$ cat src/rtl/toggle_cover_detect.sv
// toggle_cover_detect
// Producer for the toggle-coverage reporter. It samples a monitored vector,
// finds per-bit rise and fall transitions and reports each cover point as a
// one-cycle pulse on valid_out. With DEDUP=1, points that are already covered
// are masked. It also keeps a count of distinct covered points, and a
// clear_req / clear_ack handshake resets that count between test phases.
//
// Ports:
//   gbl_clk      clock
//   reset        synchronous, active-low reset
//   sig_in       monitored signal (SIG_WIDTH bits)
//   sample_en    sig_in is valid for sampling this cycle
//   clear_req    request to clear coverage state (has priority over sample_en)
//   clear_ack    one-cycle pulse on the cycle after the CLEAR state
//   valid_out    cover pulses: bit 2i = rise of bit i, bit 2i+1 = fall of bit i
//   num_covered  number of distinct cover points hit since the last reset/clear
//   all_covered  num_covered == 2*SIG_WIDTH
//   armed        prev-value register holds a valid sample
module toggle_cover_detect #(
  parameter int SIG_WIDTH = 32,
  parameter bit DEDUP     = 1'b1
) (
  input  logic                            gbl_clk,
  input  logic                            reset,
  input  logic [SIG_WIDTH-1:0]            sig_in,
  input  logic                            sample_en,
  input  logic                            clear_req,
  output logic                            clear_ack,
  output logic [2*SIG_WIDTH-1:0]          valid_out,
  output logic [$clog2(2*SIG_WIDTH):0]    num_covered,
  output logic                            all_covered,
  output logic                            armed
);

  localparam int CW = 2 * SIG_WIDTH;
  localparam int NW = $clog2(2 * SIG_WIDTH) + 1;

  typedef enum logic [1:0] {
    DISARMED = 2'd0,
    ARMED    = 2'd1,
    CLEAR    = 2'd2
  } state_t;

  // Count of set bits in a cover vector.
  function automatic logic [NW-1:0] popcount(input logic [CW-1:0] v);
    logic [NW-1:0] c;
    c = '0;
    for (int i = 0; i < CW; i++) begin
      c = c + {{(NW-1){1'b0}}, v[i]};
    end
    return c;
  endfunction

  // Place rise[i] at bit 2i and fall[i] at bit 2i+1.
  function automatic logic [CW-1:0] interleave(input logic [SIG_WIDTH-1:0] r,
                                               input logic [SIG_WIDTH-1:0] f);
    logic [CW-1:0] v;
    v = '0;
    for (int i = 0; i < SIG_WIDTH; i++) begin
      v[2*i]   = r[i];
      v[2*i+1] = f[i];
    end
    return v;
  endfunction

  state_t               state_r, state_nxt_s;
  logic [SIG_WIDTH-1:0] prev_r, prev_nxt_s;
  logic [CW-1:0]        bitmap_r, bitmap_nxt_s;
  logic [NW-1:0]        count_nxt_s;
  logic [CW-1:0]        valid_nxt_s;
  logic                 ack_nxt_s;
  logic [CW-1:0]        hit_s;
  logic [CW-1:0]        new_s;

  // Toggle detection against the previous sample. This is only used in the ARMED state.
  always_comb begin
    hit_s = interleave(~prev_r & sig_in, prev_r & ~sig_in);
    new_s = hit_s & ~bitmap_r;
  end

  // Next-state and next-output logic. clear_req wins over sample_en.
  always_comb begin
    state_nxt_s  = state_r;
    prev_nxt_s   = prev_r;
    bitmap_nxt_s = bitmap_r;
    count_nxt_s  = num_covered;
    valid_nxt_s  = '0;
    ack_nxt_s    = 1'b0;
    case (state_r)
      DISARMED: begin
        if (clear_req) begin
          state_nxt_s = CLEAR;
        end else if (sample_en) begin
          // The first sample only primes prev; nothing is evaluated yet.
          prev_nxt_s  = sig_in;
          state_nxt_s = ARMED;
        end else begin
          state_nxt_s = DISARMED;
        end
      end
      ARMED: begin
        if (clear_req) begin
          state_nxt_s = CLEAR;
        end else if (sample_en) begin
          prev_nxt_s   = sig_in;
          valid_nxt_s  = DEDUP ? new_s : hit_s;
          bitmap_nxt_s = bitmap_r | hit_s;
          // new_s is disjoint from the bitmap, so the count cannot exceed CW.
          count_nxt_s  = num_covered + popcount(new_s);
        end else begin
          state_nxt_s = ARMED;
        end
      end
      CLEAR: begin
        bitmap_nxt_s = '0;
        count_nxt_s  = '0;
        ack_nxt_s    = 1'b1;
        state_nxt_s  = DISARMED;
      end
      default: begin
        state_nxt_s = DISARMED;
      end
    endcase
  end

  // State, coverage and output registers with synchronous active-low reset.
  always_ff @(posedge gbl_clk) begin
    if (!reset) begin
      state_r     <= DISARMED;
      prev_r      <= '0;
      bitmap_r    <= '0;
      valid_out   <= '0;
      num_covered <= '0;
      all_covered <= 1'b0;
      clear_ack   <= 1'b0;
      armed       <= 1'b0;
    end else begin
      state_r     <= state_nxt_s;
      prev_r      <= prev_nxt_s;
      bitmap_r    <= bitmap_nxt_s;
      valid_out   <= valid_nxt_s;
      num_covered <= count_nxt_s;
      all_covered <= (count_nxt_s == NW'(CW));
      clear_ack   <= ack_nxt_s;
      armed       <= (state_nxt_s == ARMED);
    end
  end

endmodule

$ cat config.mk
export PLATFORM = sky130hd
export DESIGN_NAME = toggle_cover_detect
export DESIGN_NICKNAME = d
export VERILOG_FILES = /design/src/rtl/toggle_cover_detect.sv
export SDC_FILE = /design/constraint.sdc
export NUM_CORES = 1
export LEC_CHECK = 0
export BUFFER_PORTS_ARGS = -buffer_cell sky130_fd_sc_hd__buf_2
export CAP_MARGIN = 20
export CORE_ASPECT_RATIO = 0.7
export CORE_MARGIN = 2
export CORE_UTILIZATION = 50
export CTS_CLUSTER_DIAMETER = 60
export CTS_CLUSTER_SIZE = 14
export DETAILED_ROUTE_END_ITERATION = 12
export PLACE_DENSITY = 0.71
export SLEW_MARGIN = 20
export SYNTH_ARGS = -nofsm -noshare
export SYNTH_HDL_FRONTEND = slang
export SYNTH_SLANG_ARGS = --single-unit
$ cat constraint.sdc
create_clock -name gbl_clk -period 15.7 [get_ports gbl_clk]
set_input_delay 2.355 -clock gbl_clk [delete_from_list [all_inputs] [get_ports gbl_clk]]
set_output_delay 2.355 -clock gbl_clk [all_outputs]
set_load 0.005 [all_outputs]
Yosys cells after proc, flatten, opt, wreduce, memory -nomap -nowiden:

Cells that the tools add are included.

* word-level logic and storage cells: 107
* register bits after elaboration: 172
* input bits: 36
* output and inout port bits: 74

* equality and inequality tests: 6
* add/subtract/negate cells: 64
* bitwise logic cells: 11
* muxes and demuxes: 12
* reduce and logical (&&, ||, !) cells: 6

Operators by type and width (number)
* adder 7 x 1 -> 7 bit: 57
* 2-to-1 mux 64 bit: 2
* case mux 64 bit (2 select lines): 1
* bitwise AND 32 bit: 2
* bitwise AND 64 bit: 1
* inverter 32 bit: 2
* inverter 64 bit: 1
* OR 64 bit: 1
* 2-to-1 mux 7 bit: 2
* case mux 7 bit (2 select lines): 1
* adder 6 x 1 -> 7 bit: 1
* adder 7 bit: 1
* equality test 7 bit, second input constant: 1
* adder 5 x 1 -> 6 bit: 1
* 2-to-1 mux 2 bit: 3
* AND reduction 3 bit: 2
* adder 4 x 1 -> 5 bit: 1
* adder 3 x 1 -> 4 bit: 1
* equality test 2 x 1 -> 1 bit, second input constant: 2
* != test 2 bit, second input constant: 2
* inverter 1 bit: 4
* case mux 2 bit (2 select lines): 1
* OR reduction 4 bit: 1
* adder 2 x 1 -> 3 bit: 1
* 6 further kinds: 7

Longest topological paths before layout:

* depth in word-level cells: 71
* mapped depth: 23
* gate-level depth less buffers: 23

Worst setup path before layout:

Ideal clock, no wire load.

* path type: input to register
* from: input sig_in[21]
* to: register all_covered
* slack: 7.057 ns
* data required time: 15.583 ns
* arrival: 8.527 ns
* library setup time: 0.117 ns
* stages on the path: 20
* buffers on the path: 0
* path through: inv_1 -> or3_1 -> fa_1 -> inv_1 -> fa_1 -> inv_1 -> fa_1 -> fa_1 -> fa_1 -> fa_1 -> fa_1 -> fa_1 -> fa_1 -> fa_1 -> nor2b_4 -> o2111ai_2 -> nand4_1 -> nor3b_2 -> mux2_4 -> and4b_1

* word-level cells in the longest chain between the ends: 29
* elaborated cells on any way between the ends: 31
* classes of those cells: add/sub (23); eq/ne (1); mux (3); bitwise (4)

RTL lines
* start, declared: line 25 `input logic [SIG_WIDTH-1:0] sig_in,`
* bitwise AND 32 bit or inverter 32 bit (tied branches): line 77 `hit_s = interleave(~prev_r & sig_in, prev_r & ~sig_in);`
* bitwise AND 64 bit *: line 78 `new_s = hit_s & ~bitmap_r;`
* adder 7 x 1 -> 7 bit or bitwise AND 64 bit (tied branches): line 49, 78
* adder 7 x 1 -> 7 bit * (21 in series): line 49 `c = c + {{(NW-1){1'b0}}, v[i]};`
* adder 7 bit *: line 109 `count_nxt_s = num_covered + popcount(new_s);`
* 2-to-1 mux 7 bit *: line 104 `end else if (sample_en) begin`
* 2-to-1 mux 7 bit *: line 102 `if (clear_req) begin`
* case mux 7 bit (2 select lines) *: line 89 `case (state_r)`
* equality test 7 bit *: line 143 `all_covered <= (count_nxt_s == NW'(CW));`
* end signal, assigned: line 143
* end, declared: line 31 `output logic all_covered,`

Mark *: on every way between the ends. The rest lies on a longest branch, timed or not.
A chain may end at the register's enable or synchronous reset.

Final worst setup path:

Same ends and word-level chain as after synthesis.

==> results_dict.tcl <==
set metrics [dict create \
    post-place-ws_ns 6.624 \
    grt_pass1_vias 5587 \
    grt_util_met1_pct 35.25 \
    finalMaxSlewViolations 0 \
    ctsLongestPathBuffers 2 \
    syn_area_um2 7606 \
    yosys.area.top_type "dfxtp_1" \
    synth_area_leaders "dfxtp_1 45%, fa_1 15%, inv_1 6.1%" \
    netlist_instances 826 \
    h-tree-depth 4 \
    timing.final.crit_share_pct 54.92 \
    hold_path.class "reg2reg" \
    path_max_fanout 5 \
    cts_setup_buffers 0 \
    grt_max_degree 65 \
    maxCapViolCount 0 \
    tightest_slew_ns 1.001 \
    cellPowerDensity_nw_per_um2 198.8 \
    fin_crit_ns 8.622 \
    fin_area_um2 8845 \
    rows 37 \
    portBuffers 109 \
    peakVddDrop_v 0.0001883 \
    crit_arrival_ns 8.95 \
    status "finished, final reports clean" \
    synthesis.nets 942 \
    worstSetupPathType "in2reg" \
    wl_um 17540 \
    leakage_nw 4.004 \
    ys_top_cells_by_count "172 x dfxtp_1, 124 x inv_1, 117 x nor2_1, 71 x nand2_1, 66 x a31oi_1" \
    cts_buffers 17 \
    hpwl_um 12570 \
    antenna_cells 0 \
    clk_latency_ns 0.43 \
    crit_path_end_kind "register" \
    via_per_inst 5.179 \
    die_height_um 107.2 \
    relSlewSlack_pct 32.99 \
    avgRoutedWirePerCell_um 15.45 \
    pin_count 110 \
    top_usage_layer "met1" \
    setup_viol 0 \
    ant_nets 0 \
    fin_skew_ns 0.006652 \
    final_layout_size_suffix_gt1_share_pct 16.17 \
    path_clk_slew_ns 0.06 \
    design.die.area_um2 16230 \
    yosys_warnings 0 \
    syn_to_final_growth_pct 16.29 \
    firstDrtPassIters 6 \
    start_util_pct 51.50 \
    ys_ff_latch 172 \
    fin_ws_ns 7.078 \
    drtIter0Drc 527 \
    start_kind "primary input" \
    fillers 1299 \
    dieWidth_um 151.4 \
    cts_tree "built" \
    synth-main-ff-cell "dfxtp_1" \
    grt_antenna_before_repair 0 \
    grt_use_total_pct 23.31 \
    yosysSeqAreaShare_pct 45.27 \
    placed_area_um2 8308 \
    grtUsageMet2_pct 33.16 \
    drcViolationCount 0 \
    grt_overflow 0 \
    setup_tns_ns 0 \
    synth-edff-count 0 \
    ctsResizeCount 0 \
    syn_area_per_cell_um2 9.208 \
    crit_required_ns 16.03 \
    grtUsageMet3_pct 4.979 \
    clock_sinks 172 \
    place_congestion 0.8400 \
    yosysUniqueCellTypes 39 \
    rsz0062_at_grt "false" \
    synthArstFlopShare_pct 0 \
    synth.top_cell.area_share_pct 45.27 \
    final_hold_viol_count 0 \
    yosysMostFrequentCell "dfxtp_1" \
    vias 5878 \
    num-nets-final 1045 \
    grt_pass1_wl_um 28500 \
    max_freq_mhz 116.0 \
    hold_buffers 0 \
    coreArea_um2 14770 \
    cts-root-buf "clkbuf_16" \
]
cells in the final DEF, fill, tap and decap left out, drive strengths merged, types with 24 or more instances in the layout:
cell type    n
nor2       118
buf        114
a31oi       66
a21oi       38
inv        126
dfxtp      172
ha          24
nand2       71
fa          56
or3         41
through the flow:
stage | utilization, % | cells | total power [mW] | hold slack, ns
after floorplan | - | 826 | 1.181 | 0.4215
after global placement | 56.26 | 1105 | 1.346 | 0.4373
after detailed placement | 56.26 | 1105 | 1.375 | 0.4428
after CTS | 59.89 | 1135 | 1.776 | 0.4568
after global routing | 59.89 | 1135 | 1.938 | 0.4714
final | 59.89 | 1135 | 1.758 | 0.4535
layout make-up:
type / instances / area, µm² / share of cell area, %
Timing Repair Buffer: 114 / 583.1 / 6.592
Sequential cell: 172 / 3443 / 38.93
Inverter: 125 / 469.2 / 5.305
Tap cell: 195 / 244.0 / 2.759
Multi-Input combinational cell: 499 / 3568 / 40.35
Clock buffer: 22 / 474.2 / 5.361
Clock inverter: 8 / 62.56 / 0.7073
sequential cells by signal, summed over array words and instances, names as in the netlist:
name	flops
prev_r	32
armed	1
clear_ack	1
num_covered	7
valid_out	64
state_r	2
all_covered	1
bitmap_r	64
metal layers:
layer  up-vias  share of wire, %
met5         -                 0
li1       2908                 -
met4         0               1.4
met3        23               7.3
met2       193                42
met1      2754                49
power by group:
part	switching [mW]	total (mW)	internal (mW)
combinational	0.509	0.914	0.405
sequential	0.00863	0.456	0.447
clock	0.174	0.388	0.214
total	0.691	1.76	1.07
worst paths after layout:
kind                start       endpoint  slack [ns]  cells after the start
max            sig_in[21]    all_covered        7.08                     21
min          bitmap_r[51]  valid_out[51]        0.45                      1
max reg2reg    prev_r[21]    all_covered        8.80                     19
min reg2reg  bitmap_r[51]  valid_out[51]        0.45                      1
critical path: stages:
cell,delay (ns)
buf_2,0.12
inv_1,0.05
or3_1,0.35
fa_1,0.55
inv_1,0.05
fa_1,0.49
inv_1,0.05
fa_1,0.55
fa_1,0.45
fa_1,0.55
fa_1,0.43
fa_1,0.52
fa_1,0.45
fa_1,0.42
fa_1,0.45
nor2b_4,0.15
o2111ai_2,0.12
nand4_1,0.11
nor3b_2,0.19
mux2_4,0.32
and4b_1,0.20
logic make-up (layout without fill, tap and decap cells):
kind of cell | after synthesis | count (layout) | synth area share [%]
buf+inv | 155 | 269 | 8.061
fa+ha+maj | 80 | 80 | 18.69
simple gates | 291 | 291 | 17.55
mux | 2 | 2 | 0.3454
xor+xnor | 6 | 6 | 0.6909
flops | 172 | 172 | 45.27
compound gates | 120 | 120 | 9.393
Power figures use the tool's default switching activity.
